File: config.mk
export PLATFORM = sky130hd
export DESIGN_NAME = float_to_fixed_4
export DESIGN_NICKNAME = d
export VERILOG_FILES = /design/src/rtl/float_to_fixed_4.sv
export SDC_FILE = /design/constraint.sdc
export NUM_CORES = 1
export LEC_CHECK = 0
export CAP_MARGIN = 20
export CORE_MARGIN = 2
export CORE_UTILIZATION = 45
export CTS_CLUSTER_DIAMETER = 200
export DETAILED_ROUTE_END_ITERATION = 6
export PLACE_DENSITY_LB_ADDON = 0.12
export SLEW_MARGIN = 20
export SYNTH_ARGS = -nofsm -noshare
export SYNTH_HDL_FRONTEND = slang
export SYNTH_SLANG_ARGS = --single-unit
File: constraint.sdc
create_clock -name clk -period 28.7 [get_ports clk]
set_clock_uncertainty 0.2 [all_clocks]
set_input_delay 5.74 -clock clk [delete_from_list [all_inputs] [get_ports clk]]
set_output_delay 5.74 -clock clk [all_outputs]
set_load 0.02 [all_outputs]
File: src/rtl/float_to_fixed_4.sv
// float_to_fixed_4: 4-stage pipelined IEEE float to signed Q(INT_WID.FRA_WID) converter
// with round-half-away-from-zero, saturation, NaN flagging and a clock-enable stall.
module float_to_fixed_4 #(
  parameter string FLOAT_FMT = "float",
  parameter int INT_WID = 40,
  parameter int FRA_WID = 40,
  parameter int FLOAT_WID = FLOAT_FMT == "double" ? 64 : FLOAT_FMT == "byte_10" ? 80 : 32
) (
  input  logic                 clk,
  input  logic                 rst,
  input  logic                 ce,
  input  logic                 in_valid,
  input  logic [FLOAT_WID-1:0] float_val,
  output logic                 out_valid,
  output logic [INT_WID-1:0]   fixed_integer,
  output logic [FRA_WID-1:0]   fixed_fraction,
  output logic                 overflow,
  output logic                 invalid
);
  localparam int EXP_WID = FLOAT_FMT == "double" ? 11 : FLOAT_FMT == "byte_10" ? 15 : 8;
  localparam int MANT_WID = FLOAT_WID - 1 - EXP_WID;
  localparam int BIAS = (1 << (EXP_WID - 1)) - 1;
  localparam int N = INT_WID + FRA_WID;
  localparam int K = MANT_WID + 2;
  localparam int SMAX = N + K;
  localparam int TW = $clog2(SMAX + 1);
  localparam int WID = MANT_WID + N + K + 1;
  localparam int SW = EXP_WID + 2;
  localparam int OFS = BIAS + MANT_WID - FRA_WID;
  localparam logic [1:0] CLS_ZERO = 2'd0;
  localparam logic [1:0] CLS_NORM = 2'd1;
  localparam logic [1:0] CLS_INF  = 2'd2;
  localparam logic [1:0] CLS_NAN  = 2'd3;

  logic                  sgn_in;
  logic [EXP_WID-1:0]    exp_in;
  logic [MANT_WID-1:0]   man_in;
  logic [1:0]            cls_in;
  logic signed [SW-1:0]  s;
  logic signed [31:0]    tt;
  logic [TW-1:0]         sh_in;

  logic                  v1, sg1;
  logic [1:0]            cl1;
  logic [MANT_WID:0]     m1;
  logic [TW-1:0]         sh1;
  logic                  v2, sg2, po2;
  logic [1:0]            cl2;
  logic [N+7:0]          w2;
  logic [2:0]            f2;
  logic                  v3, sg3, ov3, rb3;
  logic [1:0]            cl3;
  logic [N-1:0]          mg3;

  logic [WID-1:0]        coarse;
  logic [N+7:0]          win;
  logic [N+14:0]         fine;
  logic [N+7:0]          fine_hi;
  logic [N:0]            rmag;
  logic                  ovf_n;
  logic [N-1:0]          sat, res;

  assign sgn_in = float_val[FLOAT_WID-1];
  assign exp_in = float_val[FLOAT_WID-2:MANT_WID];
  assign man_in = float_val[MANT_WID-1:0];
  assign cls_in = exp_in == '0 ? CLS_ZERO : &exp_in ? (|man_in ? CLS_NAN : CLS_INF) : CLS_NORM;
  assign s = $signed({2'b00, exp_in}) - SW'(OFS);
  // Left-shift-only form: t = s + K places the round bit at K-1 and the integer LSB at K.
  assign tt = 32'(s) + K;
  assign sh_in = tt < 0 ? '0 : tt > SMAX ? TW'(SMAX) : tt[TW-1:0];

  assign coarse = {{(WID-MANT_WID-1){1'b0}}, m1} << {sh1[TW-1:3], 3'b000};
  assign win = (N+8)'(coarse >> (K - 8));
  assign fine = {7'b0, w2} << f2;
  assign fine_hi = (N+8)'(fine >> 7);

  assign rmag = {1'b0, mg3} + {{N{1'b0}}, rb3};
  assign ovf_n = ov3 | rmag[N] | (sg3 ? rmag[N-1] & |rmag[N-2:0] : rmag[N-1]);
  assign sat = sg3 ? {1'b1, {(N-1){1'b0}}} : {1'b0, {(N-1){1'b1}}};
  assign res = cl3 == CLS_INF ? sat : cl3 != CLS_NORM ? '0 : ovf_n ? sat :
               sg3 ? -rmag[N-1:0] : rmag[N-1:0];

  always_ff @(posedge clk or posedge rst)
    if (rst) begin
      v1 <= 1'b0;
      sg1 <= 1'b0;
      cl1 <= CLS_ZERO;
      m1 <= '0;
      sh1 <= '0;
      v2 <= 1'b0;
      sg2 <= 1'b0;
      cl2 <= CLS_ZERO;
      po2 <= 1'b0;
      w2 <= '0;
      f2 <= '0;
      v3 <= 1'b0;
      sg3 <= 1'b0;
      cl3 <= CLS_ZERO;
      ov3 <= 1'b0;
      mg3 <= '0;
      rb3 <= 1'b0;
      out_valid <= 1'b0;
      fixed_integer <= '0;
      fixed_fraction <= '0;
      overflow <= 1'b0;
      invalid <= 1'b0;
    end else if (ce) begin
      v1 <= in_valid;
      sg1 <= sgn_in;
      cl1 <= cls_in;
      m1 <= {1'b1, man_in};
      sh1 <= sh_in;
      v2 <= v1;
      sg2 <= sg1;
      cl2 <= cl1;
      po2 <= |coarse[WID-1:K+N];
      w2 <= win;
      f2 <= sh1[2:0];
      v3 <= v2;
      sg3 <= sg2;
      cl3 <= cl2;
      ov3 <= po2 | |fine_hi[N+7:N+1];
      mg3 <= fine_hi[N:1];
      rb3 <= fine_hi[0];
      out_valid <= v3;
      {fixed_integer, fixed_fraction} <= res;
      overflow <= cl3 == CLS_INF | (cl3 == CLS_NORM & ovf_n);
      invalid <= cl3 == CLS_NAN;
    end
endmodule

=== Yosys cells after proc, flatten, opt, wreduce, memory -nomap -nowiden ===
Cells that the tools add are included.

* Logic and storage cells: 57
* Bits of input ports: 36
* Register bits after elaboration: 300
* Output and inout bits: 83

* Add/subtract/negate cells: 4
* $lt $le $gt $ge: 2
* Eq/ne operators: 4
* Shift operators: 2
* Multiplexer cells: 11
* Reductions and logical operators: 6
* Bitwise gates (word level): 6

{| class="wikitable"
|+ Operators with widths
! kind !! count
|-
| $mux W80 || 5
|-
| $shl A24 B7 Y129 || 1
|-
| $shl A88 B3 Y95 || 1
|-
| $add A80 B1 Y81 || 1
|-
| $neg A80 Y80 || 1
|-
| $reduce_or A79 Y1 || 1
|-
| $reduce_or A24 Y1 || 1
|-
| $reduce_or A23 Y1 || 1
|-
| $mux W7 || 2
|-
| $add A9 B6 Y10 const B || 1
|-
| $gt A10 B8 Y1 const B || 1
|-
| $lt A10 B1 Y1 const B || 1
|-
| $sub A8 B7 Y9 const B || 1
|-
| $logic_not A8 Y1 || 1
|-
| $reduce_and A8 Y1 || 1
|-
| $reduce_or A7 Y1 || 1
|-
| $eq A2 B2 Y1 const B || 2
|-
| $mux W2 || 2
|-
| $or A1 B1 Y1 || 4
|-
| $and A1 B1 Y1 || 2
|-
| $eq A2 B1 Y1 const B || 1
|-
| $mux W1 || 2
|-
| $ne A2 B1 Y1 const B || 1
|}

=== Longest topological paths before layout ===
Gate-level depths: netlist of run 1.

* Word-level depth: 8
* Gate-level depth with buffers: 17
* Gate-level depth less buffers: 12

=== Worst setup path before layout of run 1 ===
Ideal clock, no wire load.

* Path kind: input to register
* Start point: in float_val[24]
* End point: reg sh1[2]
* Stages: 9
* Setup time: 0.101 ns
* Buffers on the path: 0
* Required time: 28.399 ns
* Arrival: 7.614 ns
* Setup slack: 20.785 ns
* Cells stage by stage: ha_1 a21oi_1 xnor2_1 nor3b_1 xnor2_1 a31oi_1 a31oi_1 nand2b_1 o32ai_1

* Cells in the longest elaborated chain, start to end: 5
* Elaborated cells on any way between the ends: 6
* Those cells by class: 2 x add/sub; 2 x order compare; 2 x mux

{| class="wikitable"
|+ RTL lines
! element !! RTL line !! RTL
|-
| from (decl) || 13 || <nowiki>input logic [FLOAT_WID-1:0] float_val,</nowiki>
|-
| $sub A8 B7 Y9 * || 67 || <nowiki>assign s = $signed({2'b00, exp_in}) - SW'(OFS);</nowiki>
|-
| $add A9 B6 Y10 * || 69 || <nowiki>assign tt = 32'(s) + K;</nowiki>
|-
| $gt A10 B8 Y1 || 70 || <nowiki>assign sh_in = tt < 0 ? '0 : tt > SMAX ? TW'(SMAX) : tt[TW-1:0];</nowiki>
|-
| $mux W7 || 70 ||
|-
| $mux W7 * || 70 ||
|-
| to (signal assigned) || 112 || <nowiki>sh1 <= sh_in;</nowiki>
|-
| to (decl) || 46 || <nowiki>logic [TW-1:0] sh1;</nowiki>
|}

Mark *: on every way between the ends. The rest lies on a longest branch, timed or not.
A chain may end at the register's enable or synchronous reset.

==> results of run 1 <==
## final cells by class
class / instances / share of cell area [%]
multi-input cells: 1481 / 49.2
flip-flops and latches: 300 / 34.5
repair buffers: 136 / 6.11
clock buffers: 47 / 4.60
well taps: 539 / 3.09
inverters: 101 / 1.77
clock inverters: 14 / 0.757
## stage by stage
step | cell area [sq um] | instances | power, uW
6_report | 21800 | 2618 | 1570
3_3_place_gp | 20600 | 2557 | 1110
5_1_grt | 21800 | 2618 | 1660
3_5_place_dp | 20600 | 2557 | 1120
2_1_floorplan | 19200 | 2026 | 935
4_1_cts | 21800 | 2618 | 1580
## report_power, final
| part | internal, uW | leakage, uW | switching [uW] |
|---|---|---|---|
| registers | 501 | 0.00369 | 102 |
| clock network | 274 | 0.000572 | 181 |
| logic | 232 | 0.00375 | 282 |
## sequential cells by signal (all words and copies together) (netlist names)
signal          count
invalid             1
ov3                 1
sg2                 1
sg3                 1
cl1                 2
sg1                 1
v1                  1
cl3                 2
rb3                 1
m1                 24
fixed_integer      40
v3                  1
w2                 88
fixed_fraction     40
sh1                 7
out_valid           1
mg3                80
f2                  3
overflow            1
v2                  1
po2                 1
cl2                 2
## final timing paths
check | startpoint | endpoint | slack, ps | cells after the start
max in group clk | float_val[24] | sh1[2] | 20540 | 10
max reg2reg | rb3 | fixed_integer[28] | 22050 | 13
max | rst | fixed_integer[24] | 20500 | 4
min in group asynchronous | rst | v1 | 5470 | 2
min | cl2[1] | cl3[1] | 300 | 1
min reg2reg | cl2[1] | cl3[1] | 300 | 1
## worst max-delay path, cell delays in order
cell             delay [ps]
clkdlybuf4s50_1         500
inv_8                   470
buf_4                   780
buf_4                   860
## cell families after synthesis
group | Yosys count
adder cells (fa/ha/maj) | 9
AO/OA/AOI/OAI | 436
flip-flops | 300
XOR/XNOR | 150
multiplexers | 225
buffers and inverters | 245
AND/OR/NAND/NOR | 661
## cell usage in the layout (no fill, tap or decap), types with 42 or more instances in the layout
cell             count
mux2i_1             98
o21ai_0             54
nand4_1             55
nor2_1             238
clkdlybuf4s50_1    117
o22ai_1            145
mux2_2              53
a22oi_1             45
a21oi_1            119
xor2_1              64
inv_1               97
mux4_2              74
dfrtp_1            296
nor4_1              42
xnor2_1             86
nand2_1            102
nand3_1             62
## metal layers
layer  GRT usage, %  part of all wire (%)  vias to the layer above
met5              0                     0                        -
met4           9.71                   3.5                        0
met3           2.80                   4.3                       95
met2           37.4                    45                      432
met1           35.1                    48                     7638
li1               -                     -                     7552
==> impl_metrics.ini, run 1 <==
[timing]
drv_slew = 0
fin_tns_setup_ps = 0
hold_viol = 0
worstMarginPinSlew_ps = 1030
post-route-period-util_pct = 28.6
rsz0062_at_grt = no
period_minus_slack_ps = 8200
slew_headroom_pct = 30.9
setup-violations-final = 0
fin_hold_ws_ps = 302
layout_setup_ws_ps = 20500
fmaxAchievable_ghz = 0.122

[power]
p_per_area_nw_per_um2 = 72.0
ir_drop_mv = 0.0433
p_leak_uw = 0.00801

[placed_design]
gp_congestion = 0.896
post-place-ws_ps = 19790
dp_hpwl_microns = 39400
port_buffers = 118

[logic_synthesis]
synthArstFlopShare_pct = 100
synthTopCellsByCount = 300 x dfrtp_1, 238 x nor2_1, 145 x o22ai_1
synth-compound-area-share_pct = 14.0
synth_warnings = 0
syn_nets = 2071
seq_area_frac_synth_pct = 39.1
yosys.area.top_type_share_pct = 39.1
yosysMostFrequentCell = dfrtp_1
synth-xor-area-share_pct = 6.85
ys_ff_latch = 300
synth-simple-area-share_pct = 17.5
synthTopCellsByArea = dfrtp_1 39%, mux4_2 8.7%, mux2i_1 5.1%
synth_fa_ha_area_share_pct = 0.587
synth_cells = 2026
avgSynthCellArea_sq_um = 9.46
synth_area_sq_um = 19200
synth_cell_types = 67
muxShareOfSynthArea_pct = 16.9
synth_top_family_by_area = simple AND/OR/NAND/NOR gates
synth_edf_count = 0
synth_top_area_cell = dfrtp_1
ys_dominant_reg_cell = dfrtp_1

[global_routing]
antenna_found_initial = 0
overflow = 0
grt_max_degree = 143
grt_usage_pct = 24.3
grt_pass1_vias = 15100
grt_pass1_wl_microns = 85600

[critical_path]
crit_fanout = 92
cp-end-kind = async pin
path_class = input port to async pin
start_kind = input port
cp.arrival_ps = 8550
required_ps = 29050

[floorplan]
rows = 75
die_h_microns = 210
start_util_pct = 45.6
coreArea_sq_um = 42000
dieArea_sq_um = 44300
dieWidth_microns = 210
io_pins = 119

[clock_tree]
cts_resized = 0
clk_pin_slew_ps = 60
clock_path_buffers = 3
cts_root_buf = clkbuf_16
cts_tree = done
cts_sinks = 300
htreeDepth = 2
post_cts_buffers = 0
numCtsBuffers = 36
insertion_delay_ps = 560
ctsHoldBuffers = 0

[cells_and_area]
fillCellCount = 3925
antenna_cells = 0
seqCellArea_sq_um = 7520
final_util_pct = 51.9
drive_above_1_share_pct = 11.4
final_nets = 2101
multi_input_area_sq_um = 10700
syn_to_final_growth_pct = 13.8

[detailed_routing]
avgRoutedWirePerCell_microns = 20.3
drc = 0
first_iter_violations = 1322
drt-total-wl_microns = 53000
vias = 15700
viasPerCell = 6.00
ant_nets = 0
firstDrtPassIters = 7

[outcome]
run_status = complete, no violations

[job]
maxCapViolCount = 0

[hold_path]
min_path_type = flip-flop to flip-flop
(Power assumes the default switching activity.)
==> run 2: changes to the inputs <==
clock period = 7.1 ns   (was 28.7 ns; I/O delays follow)
==> run 2 against run 1 <==
Against the previous run: first-iteration DRC count increased by 4.3%; final cell count about the same; clock power increased to 4.1 times the previous value; hold slack got worse by 12 ps; sequential power increased to 4.1 times the previous value; design area increased by 0.16%; largest power group unchanged.
==> impl_metrics.ini, run 2 (synthesis results as in run 1) <==
[timing]
layout_setup_ws_ps = 1000
fin_tns_setup_ps = 0
hold_viol = 0
worstMarginPinSlew_ps = 1010
setup-violations-final = 0
fmaxAchievable_ghz = 0.164
rsz0062_at_grt = no
post-route-period-util_pct = 85.9
drv_slew = 0
slew_headroom_pct = 32.8
fin_hold_ws_ps = 289
period_minus_slack_ps = 6100

[critical_path]
max_stage_delay_ps = 840
path_class = flip-flop to flip-flop
worst-path-buf-inv = 1
cpMaxStageDelayCell = or4_1
required_ps = 7300
start_kind = flip-flop
critical_path.top_delay_family = simple AND/OR/NAND/NOR gates
crit_fanout = 36
path_cells = ha_1 > and4_1 > nand4_1 > or4_1 > o21a_1 > or4_4 > nand4b_4 > or4b_4 > o41a_1 > or2_2 > buf_4 > o22ai_1 > nor2_1
cp-end-kind = flip-flop
cp-startpoint = mg3[0]
r2r-start = mg3[0]
rr_worst_depth = 13
worst_r2r_endpoint = fixed_fraction[4]
rrSetupSlack_ps = 1000
cp.arrival_ps = 6290

[clock_tree]
cts_sinks = 300
cts_root_buf = clkbuf_16
cts_tree = done
ctsHoldBuffers = 0
htreeDepth = 2
insertion_delay_ps = 550
numCtsBuffers = 35
clock_path_buffers = 3
clk_pin_slew_ps = 60
cts_resized = 0
post_cts_buffers = 0

[power]
swShare_pct = 35.8
pwr-share-clk_pct = 29.3
p_comb_share_pct = 32.4
netSwitchingPower_uw = 2290
pwr-share-seq_pct = 38.3
intPower_uw = 4100
ir_drop_mv = 0.182
p_per_area_nw_per_um2 = 292
p_leak_uw = 0.00803

[floorplan]
io_pins = 119
die_h_microns = 210
start_util_pct = 45.6
dieArea_sq_um = 44300
dieWidth_microns = 210
rows = 75
coreArea_sq_um = 42000

[placed_design]
port_buffers = 118
dp.cells = 2557
dp_hpwl_microns = 39600
post-place-ws_ps = 1060
gp_congestion = 0.902

[cells_and_area]
final_nets = 2100
fin_cells = 2617
fillCellCount = 3871
antenna_cells = 0
drive_above_1_share_pct = 11.2
final_cell_mix = 296 x dfrtp_1, 238 x nor2_1, 145 x o22ai_1
reg.largest.list = w2 x88, mg3 x80
top_register = w2
layout.cells.most_common = dfrtp_1
largest_reg_flops = 88
syn_to_final_growth_pct = 14.0

[global_routing]
grt_usage_pct = 24.3
antenna_found_initial = 0
grt_pass1_vias = 14800
overflow = 0
grt_pass1_wl_microns = 85000
grt_max_degree = 176

[hold_path]
hold_end = sg3
min_path_type = flip-flop to flip-flop
hold_path_depth = 2
hold_start = sg2

[job]
maxCapViolCount = 0

[detailed_routing]
vias = 15700
drc = 0
firstDrtPassIters = 6
avgRoutedWirePerCell_microns = 20.4
viasPerCell = 5.99
drt-total-wl_microns = 53300
ant_nets = 0
first_iter_violations = 1379

[outcome]
run_status = complete, no violations
-- run 2: metrics by stage --
step / cell area, sq um / utilization [%] / power [uW]
global route: 21900 / 52.0 / 6740
floorplan: 19200 / - / 3780
detailed placement: 20700 / 49.1 / 4540
global placement: 20700 / 49.1 / 4510
finish: 21900 / 52.0 / 6390
CTS: 21800 / 52.0 / 6440
-- run 2: worst max path at each step --
stage                     cells past startpoint                  to  slack, ps
after floorplan                               1              cl1[0]       1490
after global placement                       13   fixed_fraction[6]       1210
after detailed placement                     13   fixed_fraction[3]       1060
after CTS                                    13  fixed_fraction[20]       1040
after global routing                         14   fixed_fraction[9]        560
final                                        13   fixed_fraction[4]       1000
-- run 2: final cells by class --
| cell class | instances | area [sq um] | area share (%) |
|---|---|---|---|
| multi-input cells | 1481 | 10700 | 49.1 |
| inverters | 101 | 383 | 1.75 |
| clock inverters | 6 | 120 | 0.550 |
| flip-flops and latches | 300 | 7520 | 34.4 |
| well taps | 539 | 674 | 3.09 |
| repair buffers | 136 | 1360 | 6.22 |
| clock buffers | 54 | 1070 | 4.89 |
-- run 2: worst reg2reg max path, stage by stage, from the launching register on --
cell and delay, ps:
dfrtp_1 380, ha_1 370, and4_1 440, nand4_1 470
or4_1 850, o21a_1 260, or4_4 490, nand4b_4 270
or4b_4 590, o41a_1 420, or2_2 600, buf_4 380
o22ai_1 180, nor2_1 60
-- run 2: power by group through the flow --
| stage | clock network (uW) | logic (uW) | registers (uW) |
|---|---|---|---|
| after detailed placement | 0 | 2070 | 2470 |
| after CTS | 1920 | 2080 | 2440 |
| after global routing | 1980 | 2250 | 2500 |
| after global placement | 0 | 2050 | 2460 |
| final | 1870 | 2070 | 2450 |
| after floorplan | 0 | 1350 | 2430 |
-- run 2: layer usage --
layer / GRT usage [%] / wire length, microns / vias up
met1: 35.1 / 25200 / 7565
met4: 10.2 / 1980 / 0
met3: 2.74 / 2170 / 109
met2: 37.3 / 23900 / 430
li1: - / - / 7576
met5: 0 / 0 / -
